### src/rtl/serial_adder_ctrl_if.sv
// Operand and result handshake bundle between the source/sink side and the bit-serial adder.
interface serial_adder_ctrl_if #(
    parameter int W = 8
);
    logic         in_valid;
    logic         in_ready;
    logic [W-1:0] in_a;
    logic [W-1:0] in_b;
    logic         out_valid;
    logic         out_ready;
    logic [W-1:0] out_sum;
    logic         out_carry;

    modport master (
        output in_valid, in_a, in_b, out_ready,
        input  in_ready, out_valid, out_sum, out_carry
    );

    modport slave (
        input  in_valid, in_a, in_b, out_ready,
        output in_ready, out_valid, out_sum, out_carry
    );
endinterface

### src/rtl/serial_adder_ctrl.sv
// Bit-serial W-bit adder: one shared full-adder cell, one sum bit per clock.
// Latency: result valid the cycle after the W-th RUN edge; one operation per W+2 cycles.
// Backpressure: in_ready only in IDLE; result held in DONE until out_ready.
module half_adder (
    input  logic a,
    input  logic b,
    output logic s,
    output logic c
);
    assign s = a ^ b;
    assign c = a & b;
endmodule

module serial_adder_ctrl #(
    parameter int W     = 8,
    parameter int CNT_W = 16
) (
    input  logic             clk,
    input  logic             rst_n,
    serial_adder_ctrl_if.slave bus,
    output logic             busy,
    output logic [CNT_W-1:0] op_cnt
);
    localparam int            CW   = (W > 1) ? $clog2(W) : 1;
    localparam logic [CW-1:0] LAST = CW'(W - 1);

    typedef enum logic [1:0] {
        IDLE = 2'd0,
        RUN  = 2'd1,
        DONE = 2'd2
    } state_t;

    state_t        state;
    state_t        state_nxt;
    logic [W-1:0]  a_sr;
    logic [W-1:0]  b_sr;
    logic [W-1:0]  sum_sr;
    logic [W-1:0]  sum_shift;
    logic          carry;
    logic [CW-1:0] bit_cnt;
    logic          ha0_s;
    logic          ha0_c;
    logic          ha1_s;
    logic          ha1_c;
    logic          carry_nxt;

    half_adder u_ha0 (.a(a_sr[0]), .b(b_sr[0]), .s(ha0_s), .c(ha0_c));
    half_adder u_ha1 (.a(ha0_s),   .b(carry),   .s(ha1_s), .c(ha1_c));
    assign carry_nxt = ha0_c | ha1_c;

    // New sum bit enters at the MSB so the LSB-first result lands in place after W shifts.
    always_comb begin
        sum_shift        = sum_sr >> 1;
        sum_shift[W-1]   = ha1_s;
    end

    always_ff @(posedge clk) begin
        if (!rst_n) begin
            state <= IDLE;
        end else begin
            state <= state_nxt;
        end
    end

    always_comb begin
        state_nxt = state;
        case (state)
            IDLE:    if (bus.in_valid)    state_nxt = RUN;
            RUN:     if (bit_cnt == LAST) state_nxt = DONE;
            DONE:    if (bus.out_ready)   state_nxt = IDLE;
            default: state_nxt = IDLE;
        endcase
    end

    always_ff @(posedge clk) begin
        if (!rst_n) begin
            a_sr    <= '0;
            b_sr    <= '0;
            sum_sr  <= '0;
            carry   <= 1'b0;
            bit_cnt <= '0;
            op_cnt  <= '0;
        end else begin
            case (state)
                IDLE: begin
                    if (bus.in_valid) begin
                        a_sr    <= bus.in_a;
                        b_sr    <= bus.in_b;
                        sum_sr  <= '0;
                        carry   <= 1'b0;
                        bit_cnt <= '0;
                    end
                end
                RUN: begin
                    a_sr    <= a_sr >> 1;
                    b_sr    <= b_sr >> 1;
                    sum_sr  <= sum_shift;
                    carry   <= carry_nxt;
                    bit_cnt <= bit_cnt + CW'(1);
                end
                DONE: begin
                    if (bus.out_ready && (op_cnt != {CNT_W{1'b1}})) begin
                        op_cnt <= op_cnt + CNT_W'(1);
                    end
                end
                default: ;
            endcase
        end
    end

    assign bus.in_ready  = (state == IDLE);
    assign bus.out_valid = (state == DONE);
    assign busy          = (state == RUN);
    assign bus.out_sum   = sum_sr;
    assign bus.out_carry = carry;
endmodule

### src/flat_wrapper.sv
// flat-port wrapper written by rule: the top's interface ports become plain ports
module serial_adder_ctrl_flat 
#(
    parameter int W     = 8,
    parameter int CNT_W = 16
)
  (clk, rst_n, busy, op_cnt, bus_in_valid, bus_in_a, bus_in_b, bus_out_ready, bus_in_ready, bus_out_valid, bus_out_sum, bus_out_carry);
  serial_adder_ctrl_if #(.W(W)) bus_i ();
  input  logic clk;
  input  logic rst_n;
  output logic busy;
  output logic [CNT_W-1:0] op_cnt;
  input wire logic [$bits(bus_i.in_valid)-1:0] bus_in_valid;
  input wire logic [$bits(bus_i.in_a)-1:0] bus_in_a;
  input wire logic [$bits(bus_i.in_b)-1:0] bus_in_b;
  input wire logic [$bits(bus_i.out_ready)-1:0] bus_out_ready;
  output wire logic [$bits(bus_i.in_ready)-1:0] bus_in_ready;
  output wire logic [$bits(bus_i.out_valid)-1:0] bus_out_valid;
  output wire logic [$bits(bus_i.out_sum)-1:0] bus_out_sum;
  output wire logic [$bits(bus_i.out_carry)-1:0] bus_out_carry;
  assign bus_i.in_valid = bus_in_valid;
  assign bus_i.in_a = bus_in_a;
  assign bus_i.in_b = bus_in_b;
  assign bus_i.out_ready = bus_out_ready;
  assign bus_in_ready = bus_i.in_ready;
  assign bus_out_valid = bus_i.out_valid;
  assign bus_out_sum = bus_i.out_sum;
  assign bus_out_carry = bus_i.out_carry;
  serial_adder_ctrl #(.W(W), .CNT_W(CNT_W)) u_core (.clk(clk), .rst_n(rst_n), .bus(bus_i), .busy(busy), .op_cnt(op_cnt));
endmodule
### config.mk
export PLATFORM = sky130hd
export DESIGN_NAME = serial_adder_ctrl_flat
export DESIGN_NICKNAME = d
export VERILOG_FILES = /design/src/rtl/serial_adder_ctrl_if.sv /design/src/rtl/serial_adder_ctrl.sv /design/src/flat_wrapper.sv
export SDC_FILE = /design/constraint.sdc
export NUM_CORES = 1
export LEC_CHECK = 0
export CELL_PAD_IN_SITES_DETAIL_PLACEMENT = 0
export CELL_PAD_IN_SITES_GLOBAL_PLACEMENT = 1
export CORE_UTILIZATION = 33
export DETAILED_ROUTE_END_ITERATION = 10
export PLACE_DENSITY_LB_ADDON = 0.15
export SYNTH_ARGS = -nofsm -noshare
export SYNTH_HDL_FRONTEND = slang
export SYNTH_SLANG_ARGS = --single-unit
### constraint.sdc
create_clock -name clk -period 1.6 [get_ports clk]
set_input_delay 0.4 -clock clk [delete_from_list [all_inputs] [get_ports clk]]
set_output_delay 0.4 -clock clk [all_outputs]
set_load 0.05 [all_outputs]
==> results of run 1 <==
## what timing repair did
action | CTS | global route
endpoints found under the setup margin | 15 | 9
pin swaps | 5 | 0
resized for setup | 9 | 5
buffers inserted | 2 | 3
## tightest hold or removal path, stage by stage (launching register included)
cell,delay (ps)
dfxtp_1,320
nand2_1,50
a311oi_1,70
## per-layer routing
metal | wire length, um | vias up | share of wire [%] | GRT usage (%)
met5 | 0 | - | 0 | 0
met4 | 65 | 0 | 1.2 | 5.263
met3 | 193 | 6 | 3.5 | 3.736
met2 | 2364 | 41 | 43 | 26.69
met1 | 2925 | 942 | 53 | 26.58
li1 | - | 1074 | - | -
## worst paths after layout
kind,start,to,slack (ps),depth (start not counted)
max,u_core.state[1],bus_in_ready,40,3
min,u_core.a_sr[4],u_core.a_sr[3],480,2
max reg2reg,u_core.op_cnt[1],u_core.op_cnt[8],50,6
min reg2reg,u_core.a_sr[4],u_core.a_sr[3],480,2
## power by group through the flow
stage                     clock network [mW]  registers (mW)  logic [mW]
after detailed placement                   0            1.23       0.293
final                                  0.718            1.20       0.308
after CTS                              0.745            1.20       0.300
after global routing                   0.781            1.21       0.346
after global placement                     0            1.23       0.289
after floorplan                            0            1.23       0.149
## flip-flops by register name, summed over array words and instances (netlist names)
signal	cells
u_core.b_sr	8
u_core.bit_cnt	3
u_core.a_sr	8
u_core.op_cnt	16
u_core.bus.out_carry	1
u_core.state	2
u_core.bus.out_sum	8
## Yosys cell counts (all sizes together), types with 2 or more instances
library cell  number
a21oi             16
buf                2
ha                 3
a22oi             12
a2bb2oi            2
nor3               4
nand2             33
nor2              51
dfxtp             46
nor2b              3
clkbuf            13
or4                4
nand2b             4
or3                2
nand3              2
o221ai             5
nand4              6
o21ai              4
inv                7
a211oi             4
a311oi             9
o31ai              3
and2               2
mux2i              6
## layout by cell type (no fill, tap or decap), types with 4 or more instances in the layout
cell type        count
nor2_1              50
a21oi_1             14
buf_12              30
nand4_1              4
o221ai_1             5
dfxtp_2              5
a211oi_1             4
a22oi_1             12
buf_4               37
a311oi_1             9
nand2_1             33
o21ai_0              4
inv_1                6
dfxtp_1             34
clkbuf_8             5
mux2i_1              6
clkdlybuf4s50_1     18
nand2b_1             4
dfxtp_4              7
## cell type report
class	count	share of cell area, %
multi-input combinational	187	33.47
timing repair buffer	88	32.14
sequential	46	28.12
tap	75	2.768
clock buffer	6	2.140
inverter	8	0.9594
clock inverter	2	0.4059
## stage by stage
stage | total power, mW | cells | util (%) | hold WS [ps] | cell area [um2]
2_1_floorplan | 1.378 | 256 | - | 443.6 | 2153
3_3_place_gp | 1.516 | 399 | 53.30 | 462.0 | 3231
3_5_place_dp | 1.521 | 399 | 53.30 | 465.8 | 3231
4_1_cts | 2.246 | 409 | 55.35 | 478.7 | 3354
5_1_grt | 2.334 | 412 | 55.95 | 508.6 | 3391
6_report | 2.228 | 412 | 55.95 | 479.3 | 3391
## cells by family after synthesis
kind of cell,share of synthesized area [%]
and+or+nand+nor,26.28
adders and majority gates,2.717
muxes,2.835
buffers and inverters,4.312
AOI/OAI and AO/OA,20.38
DFF,43.47
==> results by group, run 1 <==
Clock network
  • Worst-path clk slew: 90 ps
  • Root Buffer: clkbuf_8
  • Sink Count: 46
  • Hold buffer count at CTS: 0
  • CTS tree: yes
  • H-tree depth: 2
  • Worst-Skew Late Latency: 300 ps
  • Max clock buf depth: 2
  • Num CTS Buffers: 5

Synth
  • Syn nets: 280
  • Syn Area/Cell: 8.275 um2
  • Ys flop type: dfxtp_1
  • Ranking of synthesized cells by area: dfxtp_1 43%, nor2_1 9.0%, nand2_1 5.8%, a22oi_1 4.3%, a21oi_1 3.8%
  • Synth top area share: a little over two fifths
  • Post-synth cell types: between 40 and 50
  • YS warnings: 0
  • Flops & latches, synth: 46
  • EDFF count, synth: 0
  • Post-synth ARST share: 0%
  • Post-synthesis sequential area ratio: between 40 and 50%
  • Cell area after synthesis: 2118 um2
  • Largest area contributor in the netlist: dfxtp_1
  • Post-Synthesis Cells: approximately 260

Pwr
  • Leakage: 1.329 nW
  • Internal Power: 1.637 mW
  • Seq pwr share: 53.9%
  • Peak supply drop: 398.8 uV
  • Clock share of power: between 30% and 40%
  • Switching power: 591.0 uW
  • Net Sw Frac: 26.53%
  • Logic gate share of total power: between 10% and 20%
  • Pwr/cell area: 657.0 nW/um2

Cells and area
  • # nets final: 360
  • Layout filler cell count: 559
  • Multi-input gate area: 1135 um2
  • Sequential Area: 953.4 um2
  • Area Growth Syn to Fin: 60.07%
  • N_diodes: 0
  • Share of layout cells above drive strength 1: 30.27%

Timing
  • Setup ws final: 41.42 ps
  • Fin. Hold Viols: 0
  • Setup_tns: 0 ps
  • Clk_skew: 6.472 ps
  • F_max: 0.6416 GHz
  • Slew at the pin closest to its max-slew limit: 319.9 ps
  • Slew margin rel.: 78.49%
  • Final min period: 1559 ps
  • Fin crit share: a little over nine tenths
  • Fin. max-slew vios: 0
  • RSZ-0062 raised after global routing: true
  • Final setup viols: 0

Place
  • DP HPWL: 3937 um
  • Port Buf Inserts: 47
  • Gp weighted congestion: between 0.8 and 0.9
  • Post-place setup slack: -539.4 ps

Global route
  • Pin count of the biggest net entering global routing: 20
  • First-pass GRT wire length: 9397 um
  • Total gr overflow: 0
  • Vias in the first global route: 1956
  • Antenna violations before repair: 0
  • Total global-route track usage: a little under a fifth

Worst setup path
  • Delay-heaviest family, CP: buffers and inverters
  • Crit path kind: register to primary output
  • Worst Path Required: 1200 ps
  • Slowest library cell on the worst path: dfxtp_1
  • Delay of the slowest critical-path stage: roughly 330 ps
  • WP data arrival: 1160 ps
  • CP startpoint kind: register
  • Critical-path cell list: buf_4 -> nor2_1 -> buf_12
  • CP endpoint kind: primary output
  • Worst-path maximum fanout: 10
  • CP bufs+invs: 2

Route
  • Vias/cell: about 5
  • DR iter-0 viols: 120
  • Vias post-DR: 2063
  • Routed len/inst: ~13 um
  • Pre-antenna DRT Iters: 4
  • DRC: 0
  • Antenna-violating nets left: 0
  • Routed WL: around 5500 um

Status
  • Outcome: finished clean

Die
  • # IOs: 48
  • Initial Utilization: 34.95%
  • Chip width: approximately 82 um
  • Die Height: 82.12 um
  • Num rows: 28
  • Core box area: 6061 um2
  • Die area: ~6700 um2

Job
  • Max-cap violations: 0

Min path
  • Worst hold-check path type: register to register
(Power assumes the default switching activity.)
==> inputs of run 2 (changes only) <==
Settings changed: CORE_UTILIZATION 33 to 36, CTS_BUF_LIST set to sky130_fd_sc_hd__clkbuf_8 sky130_fd_sc_hd__clkbuf_16.
Clock period 1.6 ns to 1.5 ns, I/O delays scaled along.
==> results by group, run 2 (synthesis results as in run 1) <==
Timing
  • RSZ-0062 raised after global routing: true
  • Final setup viols: 4
  • Setup ws final: -27.84 ps
  • Hold WS: 476.4 ps
  • Slew at the pin closest to its max-slew limit: between 300 and 400 ps
  • Slew margin rel.: 78.44%
  • Fin. Hold Viols: 0
  • F_max: around 0.65 GHz
  • Fin crit share: 101.9%
  • Clk_skew: 6.635 ps
  • Fin. max-slew vios: 0
  • Final min period: 1528 ps

Cells and area
  • Sequential Area: 960.9 um2
  • Filler-free cell count of the finished design: 419
  • Share of layout cells above drive strength 1: 36.60%
  • Most frequent cells in the layout: 48 x nor2_1, 42 x buf_4, 32 x nand2_1, 30 x buf_12, 28 x dfxtp_1
  • # nets final: between 300 and 400
  • Layout filler cell count: 479
  • Post-route cell area: 3576 um2
  • Area Growth Syn to Fin: 68.81%
  • Reg with most FFs: u_core.op_cnt
  • Most common cell after layout, fill and taps aside: nor2_1
  • Max FFs per register: 16
  • Multi-input gate area: approximately 1200 um2
  • N_diodes: 0

Place
  • Post-DP Area: 3302 um2
  • Gp weighted congestion: 0.7904
  • Port Buf Inserts: 47
  • Placed insts: 404
  • DP HPWL: 4100 um

Die
  • # IOs: 48
  • Die Height: 78.71 um
  • Chip width: 78.71 um
  • Initial Utilization: 38.00%
  • Num rows: 27
  • Core box area: 5574 um2
  • Die area: 6194 um2

Worst setup path
  • Crit path kind: register to primary output
  • CP bufs+invs: 4
  • Worst Path Required: ~1100 ps
  • R2r setup slk: -10 ps
  • Delay of the slowest critical-path stage: 340 ps
  • Delay-heaviest family, CP: buffers and inverters
  • CP most frequent cell: buf_6
  • CP endpoint kind: primary output
  • Worst-case reg-to-reg path depth: 4
  • Reg2reg start: u_core.state[0]
  • Worst-path maximum fanout: 2
  • Worst r2r dst: u_core.op_cnt[15]
  • CP startpoint kind: register
  • WP data arrival: 1150 ps
  • Slowest library cell on the worst path: dfxtp_2
  • Critical-path cell list: buf_6 -> inv_4 -> buf_6 -> nor2_4 -> buf_12

Global route
  • Total gr overflow: 0
  • First-pass GRT wire length: 9273 um
  • Pin count of the biggest net entering global routing: 20
  • Total global-route track usage: 19.19%
  • Antenna violations before repair: 0
  • Vias in the first global route: 2077

Route
  • Routed len/inst: 13.94 um
  • DR iter-0 viols: 94
  • Pre-antenna DRT Iters: 4
  • Routed WL: 5842 um
  • Antenna-violating nets left: 0
  • DRC: 0
  • Vias post-DR: 2201
  • Vias/cell: 5.253

Min path
  • Worst hold-check path type: register to register
  • Hold path endpoint: u_core.a_sr[3]
  • HP Start: u_core.a_sr[4]
  • Hold Crit Depth: 2

Clock network
  • Sink Count: 46
  • Hold buffer count at CTS: 0
  • H-tree depth: 2
  • Max clock buf depth: 2
  • CTS tree: yes
  • Worst-Skew Late Latency: 300 ps
  • Worst-path clk slew: 90 ps
  • Num CTS Buffers: 5
  • Root Buffer: clkbuf_8

Job
  • Max-cap violations: 0

Status
  • Failing checks: setup timing
  • Outcome: finished with violations

Pwr
  • Pwr/cell area: 701.9 nW/um2
  • Peak supply drop: about 610 uV
  • Leakage: about 1.4 nW
-- run 2: layout make-up --
class                   instances  area share (%)
flip-flops and latches         46           26.87
inverters                       8          0.9797
clock buffers                   6           2.624
multi-input cells             187           33.48
clock inverters                 2          0.4199
repair buffers                 98           33.10
well taps                      72           2.519
-- run 2: stage by stage --
| stage | util [%] | setup slack [ps] | TNS (ps) | power (mW) |
|---|---|---|---|---|
| after global routing | 64.15 | -69.88 | -318.8 | 2.609 |
| after detailed placement | 59.24 | -570.6 | -9850 | 1.633 |
| after floorplan | - | -156.4 | -362.7 | 1.471 |
| after global placement | 59.24 | -527.6 | -8621 | 1.628 |
| after CTS | 62.94 | -42.00 | -74.72 | 2.513 |
| final | 64.15 | -27.84 | -60.23 | 2.510 |
-- run 2: worst max path at each step --
stage	from	endpoint	slack [ps]	cells after the start
after floorplan	u_core.op_cnt[0]	u_core.op_cnt[12]	-160	5
after global placement	bus_out_ready	u_core.op_cnt[10]	-530	6
after detailed placement	bus_out_ready	u_core.op_cnt[10]	-570	6
after CTS	u_core.state[1]	bus_out_valid	-40	5
after global routing	u_core.state[1]	bus_out_valid	-70	5
final	u_core.state[1]	bus_out_valid	-30	5
-- run 2: report_power, final --
group | switching (mW) | internal (mW) | leakage [nW] | total, mW
Clock | 0.458 | 0.429 | 0.0486 | 0.887
Combinational | 0.168 | 0.173 | 0.984 | 0.341
Sequential | 0.0302 | 1.25 | 0.386 | 1.28
Total | 0.656 | 1.85 | 1.42 | 2.51
-- run 2: worst reg2reg max path, cell delays in order, from the launching register on --
cell     delay (ps)
dfxtp_2         330
and3b_2         320
nand4_4         130
or4_4           530
a21oi_2         130
-- run 2: routing by layer --
| layer | up-vias | global-route usage, % | wire length, um |
|---|---|---|---|
| met5 | - | 0 | 0 |
| met3 | 12 | 3.563 | 190 |
| met2 | 46 | 33.04 | 2951 |
| met1 | 1044 | 23.09 | 2580 |
| li1 | 1099 | - | - |
| met4 | 0 | 8.704 | 120 |
-- run 2: what timing repair did --
item                                    CTS  global route
pin swaps                                10             8
gates resized for setup                  17            15
endpoints found under the setup margin   19            17
setup buffers                             6             2
